File: src/rtl/fetch_unit.sv
// Instruction fetch stage: single-outstanding instruction memory requests and the IF/ID register.
// Handles stall buffering, branch redirects and flushes.
module fetch_unit #(
    parameter logic [31:0] RESET_PC  = 32'h0000_0000,
    parameter logic [31:0] NOP_INSTR = 32'h0000_0013
) (
    input  logic        clk,
    input  logic        rst_n,
    input  logic        stall,
    input  logic        flush_if_id,
    input  logic        branch_taken,
    input  logic [31:0] branch_target,
    output logic        imem_req,
    output logic [31:0] imem_addr,
    input  logic        imem_valid,
    input  logic [31:0] imem_rdata,
    output logic [31:0] if_id_pc,
    output logic [31:0] if_id_instr,
    output logic        if_id_valid
);

    typedef enum logic [1:0] {S_ISSUE, S_WAIT, S_DROP, S_HOLD} state_t;

    state_t      r_state;
    logic [31:0] r_pc;
    logic [31:0] r_buf_instr;
    logic [31:0] r_if_id_pc;
    logic [31:0] r_if_id_instr;
    logic        r_if_id_valid;

    logic [31:0] w_target;
    logic [31:0] w_pc_inc;
    logic        w_deliver;
    logic [31:0] w_dl_instr;

    assign w_target = {branch_target[31:2], 2'b00};
    assign w_pc_inc = r_pc + 32'd4;

    // Delivery source: the live response in S_WAIT, the stall buffer in S_HOLD
    always_comb begin
        w_deliver  = 1'b0;
        w_dl_instr = imem_rdata;
        case (r_state)
            S_WAIT: w_deliver = imem_valid && !branch_taken && !stall;
            S_HOLD: begin
                w_deliver  = !branch_taken && !stall;
                w_dl_instr = r_buf_instr;
            end
            default: ;
        endcase
    end

    assign imem_req    = rst_n && (r_state == S_ISSUE) && !stall && !branch_taken;
    assign imem_addr   = r_pc;
    assign if_id_pc    = r_if_id_pc;
    assign if_id_instr = r_if_id_instr;
    assign if_id_valid = r_if_id_valid;

    always_ff @(posedge clk or negedge rst_n) begin
        if (!rst_n) begin
            r_state       <= S_ISSUE;
            r_pc          <= RESET_PC;
            r_buf_instr   <= '0;
            r_if_id_pc    <= '0;
            r_if_id_instr <= NOP_INSTR;
            r_if_id_valid <= 1'b0;
        end else begin
            case (r_state)
                S_ISSUE: begin
                    if (branch_taken)
                        r_pc <= w_target;
                    else if (!stall)
                        r_state <= S_WAIT;
                end
                S_WAIT: begin
                    if (imem_valid) begin
                        r_state <= S_ISSUE;
                        if (branch_taken) begin
                            r_pc <= w_target;
                        end else if (stall) begin
                            r_buf_instr <= imem_rdata;
                            r_state     <= S_HOLD;
                        end else begin
                            r_pc <= w_pc_inc;
                        end
                    end else if (branch_taken) begin
                        r_pc    <= w_target;
                        r_state <= S_DROP;
                    end
                end
                S_DROP: begin
                    if (branch_taken)
                        r_pc <= w_target;
                    if (imem_valid)
                        r_state <= S_ISSUE;
                end
                S_HOLD: begin
                    if (branch_taken) begin
                        r_pc    <= w_target;
                        r_state <= S_ISSUE;
                    end else if (!stall) begin
                        r_pc    <= w_pc_inc;
                        r_state <= S_ISSUE;
                    end
                end
                default: r_state <= S_ISSUE;
            endcase

            // Flush wins over a same-cycle delivery; the PC still advances above
            if (flush_if_id) begin
                r_if_id_pc    <= '0;
                r_if_id_instr <= NOP_INSTR;
                r_if_id_valid <= 1'b0;
            end else if (!stall) begin
                if (w_deliver) begin
                    r_if_id_pc    <= r_pc;
                    r_if_id_instr <= w_dl_instr;
                    r_if_id_valid <= 1'b1;
                end else begin
                    r_if_id_pc    <= '0;
                    r_if_id_instr <= NOP_INSTR;
                    r_if_id_valid <= 1'b0;
                end
            end
        end
    end

endmodule

File: config.mk
export PLATFORM = sky130hd
export DESIGN_NAME = fetch_unit
export DESIGN_NICKNAME = d
export VERILOG_FILES = /design/src/rtl/fetch_unit.sv
export SDC_FILE = /design/constraint.sdc
export NUM_CORES = 1
export LEC_CHECK = 0
export BUFFER_PORTS_ARGS = -buffer_cell sky130_fd_sc_hd__buf_2
export CORE_ASPECT_RATIO = 1.25
export CORE_MARGIN = 2
export CORE_UTILIZATION = 40
export CTS_BUF_LIST = sky130_fd_sc_hd__clkbuf_4 sky130_fd_sc_hd__clkbuf_8
export DETAILED_ROUTE_END_ITERATION = 8
export HOLD_SLACK_MARGIN = 0.02
export SLEW_MARGIN = 20
export SYNTH_ARGS = -nofsm -noshare
export SYNTH_HDL_FRONTEND = slang
export SYNTH_SLANG_ARGS = --single-unit
File: constraint.sdc
create_clock -name clk -period 2.81 [get_ports clk]
set_input_delay 0.1405 -clock clk [delete_from_list [all_inputs] [get_ports clk]]
set_output_delay 0.1405 -clock clk [all_outputs]
set_load 0.05 [all_outputs]
==> results.yml, run 1 <==
layout:
  drive_gt1_frac: 0.332
  fin_nets: 807
  final_util: 0.551
  antenna_diode_count: 0
  syn2layout_area_growth_pct: 35.6
logic_synthesis:
  syn_avg_cell_area_sq_um: 11.2
  synth_compound_gate_area_share: 0.130
  synthesis.area_sq_um: 5780
  syn-num-nets: 585
  synth-simple-area-share: 0.137
  synth-edff-count: 0
  most_instantiated_flip_flop_cell_in_the_synthesis_netlist: "sky130_fd_sc_hd__dfrtp_1"
  synth_sequential_area_ratio: 0.568
  yosys.cell_types.count: 44
  area_share_of_fa_ha_maj_cells_after_synthesis: 0.00217
  netlist_instances: 514
  ys_warn_count: 0
  synth-xor-area-share: 0.0136
  synth.ff_latch_count: 131
  yosys-mux-area-fraction: 0.123
  combinational_family_with_the_most_area_after_synthesis: "simple AND/OR/NAND/NOR gates"
  postSynth.asyncResetShare: 1.00
timing:
  final-max-slew-violation-count: 0
  number_of_setup_violations_in_the_final_report: 0
  setup_tns_ns: 0
  worst_slew_pin_slew_ns: 1.05
  slew_headroom: 0.301
  post-route-worst-setup-slack_ns: 0.614
  unrepaired_setup_endpoints_after_global_routing: "no"
  finClkSkew_ns: 0.00952
  maximum_frequency_from_static_timing_analysis_mhz: 455
  post-route-min-period_ns: 2.20
  finalHoldViolations: 0
  finalCritPeriodShare: 0.782
pwr:
  seq_power_share: 0.490
  power.combinational.fraction: 0.165
  power_per_cell_area_nw_per_um2: 583
  internal_power_mw: 3.29
  ir_worst_vdd_v: 0.000347
  p_leak_nw: 3.91
  final_power_mw: 4.57
  p_clk_frac: 0.345
  p_switching_mw: 1.27
  switching_share: 0.279
placement:
  post-place-ws_ns: 0.570
  io_buffer_count: 165
  hpwl_um: 10100
  gp_routability_congestion: 0.749
global_route:
  grt_usage: 0.203
  number_of_global_route_vias_before_repair: 4968
  grt_busiest_layer: "met2"
  grt_start_max_net_pins: 132
  grt_first_pass_wirelength_um: 25000
  grt_antenna_before_repair: 0
  globalRouteMet3Util: 0.0465
  global_route.usage.met2: 0.338
  overflow: 0
  groute.layer.met1.usage: 0.258
hold_path:
  hold_path_startpoint: "flush_if_id"
  hold_path_class: "in2reg"
  whs_path_depth: 3
  endpoint_of_the_worst_hold_path: "if_id_instr[0]"
clock_network:
  htreeDepth: 4
  clk_pin_slew_worst_paths_ns: 0.07
  post_cts_hold_buffer_count: 64
  worst_skew_pair_later_pin_latency_ns: 0.43
  post-cts-setup-buffer-count: 0
  postCtsResizedCells: 0
  root_buffer: "sky130_fd_sc_hd__clkbuf_8"
  cts_inserted_buffers: 17
  clk_path_buf_depth: 2
  cts_tree: "built"
  clock_sink_count: 131
critical_path:
  reg2regPathDepth: 5
  worst_endpoint_required_time_ns: 3.16
  r2r_start: "r_state[0]"
  critical_path.reg2reg.endpoint: "imem_addr[19]"
  timing.setup.critical_path_class: "reg2reg"
  critical_path.endpoint_type: "flop"
  worst_ep_arrival_time_ns: 2.55
  crit_path_start_kind: "flop"
  r2r_setup_slack_ns: 0.61
  critical_path.max_fanout: 10
drt:
  wl_per_cell_um: 16.6
  ant_nets: 0
  vias: 4935
  drt-initial-drc-count: 284
  drt_pass1_iterations: 6
  post-route-drc-count: 0
  avgViaCountPerCell: 5.34
  drt-total-wl_um: 15300
floorplanning:
  floorplan.core_area_sq_um: 14200
  fp.dieArea_sq_um: 15400
  boundaryPins: 168
  fp.dieH_um: 138
  dieWidth_um: 111
  row_count: 49
  initial_utilization: 0.406
status:
  outcome: "completed"
job:
  drv.max_cap_violation_count: 0
## cells in the mapped netlist (12+ instances only)
library cell,number,area (sq um)
sky130_fd_sc_hd__nor2_1,22,82.6
sky130_fd_sc_hd__o31ai_1,12,90.1
sky130_fd_sc_hd__o21ai_0,42,210
sky130_fd_sc_hd__nand2_1,65,244
sky130_fd_sc_hd__a22o_1,30,263
sky130_fd_sc_hd__or4_1,19,143
sky130_fd_sc_hd__mux2i_1,34,340
sky130_fd_sc_hd__clkbuf_1,28,105
sky130_fd_sc_hd__mux2_2,33,372
sky130_fd_sc_hd__nand3_1,13,65.1
sky130_fd_sc_hd__a31oi_1,13,81.3
sky130_fd_sc_hd__dfrtp_1,128,3200
## registers in the layout, indices dropped and copies added (netlist names)
signal,cells
if_id_instr,32
if_id_pc,32
imem_addr,32
r_buf_instr,32
r_state,2
if_id_valid,1
## how the worst max path moves through the flow
| stage | start | to | slack, ns | cells past startpoint |
|---|---|---|---|---|
| 2_1_floorplan | imem_addr[2] | imem_addr[14] | 0.49 | 6 |
| 3_3_place_gp | r_state[1] | if_id_instr[12] | 0.71 | 3 |
| 3_5_place_dp | r_state[1] | if_id_instr[30] | 0.57 | 3 |
| 4_1_cts | r_state[1] | if_id_instr[9] | 0.54 | 3 |
| 5_1_grt | r_state[1] | if_id_instr[25] | 0.48 | 3 |
| 6_report | r_state[0] | imem_addr[19] | 0.61 | 5 |
## metrics by stage
| step | std cells | hold slack, ns | instance area, sq um |
|---|---|---|---|
| final | 924 | 0.136 | 7830 |
| after global routing | 924 | 0.153 | 7830 |
| after CTS | 924 | 0.101 | 7830 |
| after detailed placement | 831 | 0.346 | 6810 |
| after global placement | 831 | 0.335 | 6810 |
| after floorplan | 514 | -0.155 | 5780 |
## cell families after synthesis
logic type / after synthesis
AO/OA/AOI/OAI: 112
flip-flops: 131
buffers and inverters: 39
adder cells (fa/ha/maj): 1
XOR/XNOR: 9
multiplexers: 67
AND/OR/NAND/NOR: 155
## routing by layer
| layer | wire [um] | vias up |
|---|---|---|
| li1 | - | 2326 |
| met4 | 294 | 0 |
| met1 | 6610 | 2438 |
| met5 | 0 | - |
| met3 | 813 | 21 |
| met2 | 7620 | 150 |
## cells in the final DEF, fill, tap and decap left out, drive strengths merged, types with 2 or more instances in the layout
cell	n
clkbuf	24
xnor2	7
a31oi	13
nand4	8
nand3	13
or4b	2
o311ai	2
a21oi	4
nor4	3
dfrtp	128
o31ai	12
bufinv	2
and3	5
o211ai	4
or4	19
and2	2
nor2b	3
buf	175
mux2i	34
nand2	65
nor3	2
or3	2
clkinv	3
dlygate4sd3	64
a22o	30
mux2	33
o21ai	43
and4	4
nor2	22
xor2	2
inv	2
dfstp	3
## power by group through the flow
stage | sequential, mW | clock (mW) | combinational [mW]
finish | 2.24 | 1.58 | 0.752
global route | 2.26 | 1.70 | 0.816
CTS | 2.24 | 1.63 | 0.762
detailed placement | 2.27 | 0 | 0.692
global placement | 2.26 | 0 | 0.673
floorplan | 2.40 | 0 | 0.303
## final cells by class
class	count	area (sq um)
clock inverters	5	77.6
repair buffers	239	1570
inverters	3	11.3
clock buffers	24	305
multi-input cells	344	2360
well taps	178	223
fillers	1271	6390
flip-flops and latches	131	3280
## worst max-delay path, stage by stage, from the launching register on
cell,delay (ns)
sky130_fd_sc_hd__dfrtp_1,0.50
sky130_fd_sc_hd__o21ai_1,0.23
sky130_fd_sc_hd__buf_4,0.22
sky130_fd_sc_hd__or3_1,0.46
sky130_fd_sc_hd__or4_1,0.51
sky130_fd_sc_hd__a31oi_1,0.20
No activity file was read; power rests on OpenSTA's default activity.
==> run 2: changes to the inputs <==
==> constraint.sdc (replaced) <==
create_clock -name clk -period 2.2 [get_ports clk]
set_input_delay 0.11 -clock clk [delete_from_list [all_inputs] [get_ports clk]]
set_output_delay 0.11 -clock clk [all_outputs]
set_load 0.05 [all_outputs]
==> run 2 against run 1 <==
Non-clock buffer count grew 9; sequential cell count is the same; power grew 29%; core utilization grew 0.77 points; via count grew 0.97%; global-route usage grew 0.48 points; register-to-register slack lost 0.45 ns; cell count grew 1.3%; combinational power grew 33%; clock skew grew 0.0023 ns; sequential share of layout area shrank 0.52 points; critical path type unchanged; highest routed layer unchanged.
==> results.yml, run 2 (synthesized netlist as in run 1, its figures left out) <==
critical_path:
  critical_path.most_common_cell: "sky130_fd_sc_hd__or4_1"
  timing.setup.critical_path_class: "reg2reg"
  cp_num_buf_inv: 0
  cp_slowest_stage_delay_ns: 0.66
  worst_endpoint_required_time_ns: 2.54
  crit_path_start_kind: "flop"
  worst_ep_arrival_time_ns: 2.38
  timing.critical_path.cells: "nand4_2 -> or4_1 -> or4_1 -> a31oi_1"
  crit_slowest_cell: "sky130_fd_sc_hd__or4_1"
  reg2regPathDepth: 4
  r2r_start: "imem_addr[2]"
  critical_path.endpoint_type: "flop"
  path_delay_family: "simple AND/OR/NAND/NOR gates"
  critical_path.reg2reg.endpoint: "imem_addr[31]"
  critical_path.max_fanout: 8
  r2r_setup_slack_ns: 0.16
floorplanning:
  row_count: 49
  boundaryPins: 168
  fp.dieH_um: 138
  dieWidth_um: 111
  fp.dieArea_sq_um: 15400
  floorplan.core_area_sq_um: 14200
  initial_utilization: 0.406
drt:
  post-route-drc-count: 0
  avgViaCountPerCell: 5.32
  vias: 4983
  drt-initial-drc-count: 254
  ant_nets: 0
  wl_per_cell_um: 16.7
  drt-total-wl_um: 15600
  drt_pass1_iterations: 4
placement:
  gp_routability_congestion: 0.797
  hpwl_um: 10300
  io_buffer_count: 165
  post-place-cells: 840
timing:
  finalCritPeriodShare: 0.928
  finClkSkew_ns: 0.0118
  setup_tns_ns: 0
  maximum_frequency_from_static_timing_analysis_mhz: 490
  worst_slew_pin_slew_ns: 0.738
  unrepaired_setup_endpoints_after_global_routing: "no"
  number_of_setup_violations_in_the_final_report: 0
  finalHoldViolations: 0
  final-max-slew-violation-count: 0
  post-route-min-period_ns: 2.04
  timing.hold.ws_ns: 0.0673
  slew_headroom: 0.504
hold_path:
  hold_path_class: "in2reg"
  whs_path_depth: 3
  endpoint_of_the_worst_hold_path: "if_id_instr[0]"
  hold_path_startpoint: "branch_taken"
global_route:
  grt_usage: 0.208
  grt_antenna_before_repair: 0
  number_of_global_route_vias_before_repair: 5169
  overflow: 0
  grt_start_max_net_pins: 77
  grt_first_pass_wirelength_um: 25900
pwr:
  switching_share: 0.281
  final_power_mw: 5.90
  ir_worst_vdd_v: 0.000317
  seq_power_share: 0.482
  power.combinational.fraction: 0.170
  p_leak_nw: 3.97
  p_switching_mw: 1.66
  power_per_cell_area_nw_per_um2: 743
  p_clk_frac: 0.348
  internal_power_mw: 4.25
status:
  outcome: "completed"
layout:
  fillers: 1248
  layout.cells.most_common: "sky130_fd_sc_hd__buf_2"
  multi_input_comb_area_sq_um: 2360
  syn2layout_area_growth_pct: 37.5
  drive_gt1_frac: 0.348
  stdcell_count: 936
  antenna_diode_count: 0
  fin_nets: 816
  layout_common_cells: "sky130_fd_sc_hd__buf_2 (164), sky130_fd_sc_hd__dfrtp_1 (124), sky130_fd_sc_hd__nand2_1 (64), sky130_fd_sc_hd__dlygate4sd3_1 (64), sky130_fd_sc_hd__o21ai_0 (42)"
  sequential_cell_area_sq_um: 3290
clock_network:
  postCtsResizedCells: 0
  cts_tree: "built"
  worst_skew_pair_later_pin_latency_ns: 0.42
  cts_inserted_buffers: 17
  htreeDepth: 4
  clk_pin_slew_worst_paths_ns: 0.08
  clk_path_buf_depth: 2
  root_buffer: "sky130_fd_sc_hd__clkbuf_8"
  clock_sink_count: 131
job:
  drv.max_cap_violation_count: 0
[run 2: changes by cell type in the layout (fill, tap and decap cells not counted)]
cell,before,now
sky130_fd_sc_hd__buf_12,2,3
sky130_fd_sc_hd__clkinv_4,0,2
sky130_fd_sc_hd__clkinvlp_4,1,2
sky130_fd_sc_hd__dfrtp_2,0,4
sky130_fd_sc_hd__dfrtp_1,128,124
sky130_fd_sc_hd__buf_4,8,16
[run 2: routing by layer]
layer | share of wire | vias up | wire (um) | track usage
met5 | 0 | - | 0 | 0
met4 | 0.015 | 0 | 238 | 0.0676
met1 | 0.43 | 2435 | 6670 | 0.263
met3 | 0.058 | 18 | 910 | 0.0495
li1 | - | 2351 | - | -
met2 | 0.50 | 179 | 7820 | 0.352
[run 2: worst max path at each step]
stage / slack [ns] / depth (start not counted) / from / endpoint
2_1_floorplan: 0.07 / 6 / imem_addr[2] / imem_addr[14]
3_3_place_gp: 0.18 / 4 / imem_addr[2] / imem_addr[31]
5_1_grt: 0.03 / 4 / imem_addr[2] / imem_addr[31]
4_1_cts: 0.15 / 4 / imem_addr[2] / imem_addr[31]
6_report: 0.16 / 4 / imem_addr[2] / imem_addr[31]
3_5_place_dp: 0.18 / 4 / imem_addr[2] / imem_addr[31]
[run 2: power groups by stage]
stage	registers (mW)	clock network [mW]	logic (mW)
after CTS	2.84	2.13	1.01
after detailed placement	2.89	0	0.921
after floorplan	3.07	0	0.388
after global placement	2.87	0	0.901
final	2.85	2.06	1.00
after global routing	2.88	2.23	1.08
[run 2: cell type report]
| cell class | count | share of cell area |
|---|---|---|
| timing repair buffer | 248 | 0.208 |
| inverter | 3 | 0.00142 |
| clock buffer | 24 | 0.0384 |
| clock inverter | 8 | 0.0129 |
| tap | 178 | 0.0280 |
| sequential | 131 | 0.414 |
| multi-input combinational | 344 | 0.297 |
[run 2: worst min-delay path: cells and delay by family]
family | cells | cell delay [ns]
buf+inv | 1 | 0.11
compound gates | 1 | 0.13
simple gates | 1 | 0.09
[run 2: repair_timing]
item	CTS	global route
buffers inserted	0	0
hold buffers	64	0
hold endpoints to repair	223	0
[run 2: metrics by stage]
stage | worst slack, ns | cell area, sq um | util
5_1_grt | 0.0314 | 7940 | 0.558
6_report | 0.159 | 7940 | 0.558
4_1_cts | 0.147 | 7940 | 0.558
3_3_place_gp | 0.181 | 6900 | 0.485
3_5_place_dp | 0.177 | 6900 | 0.485
2_1_floorplan | 0.0712 | 5780 | -
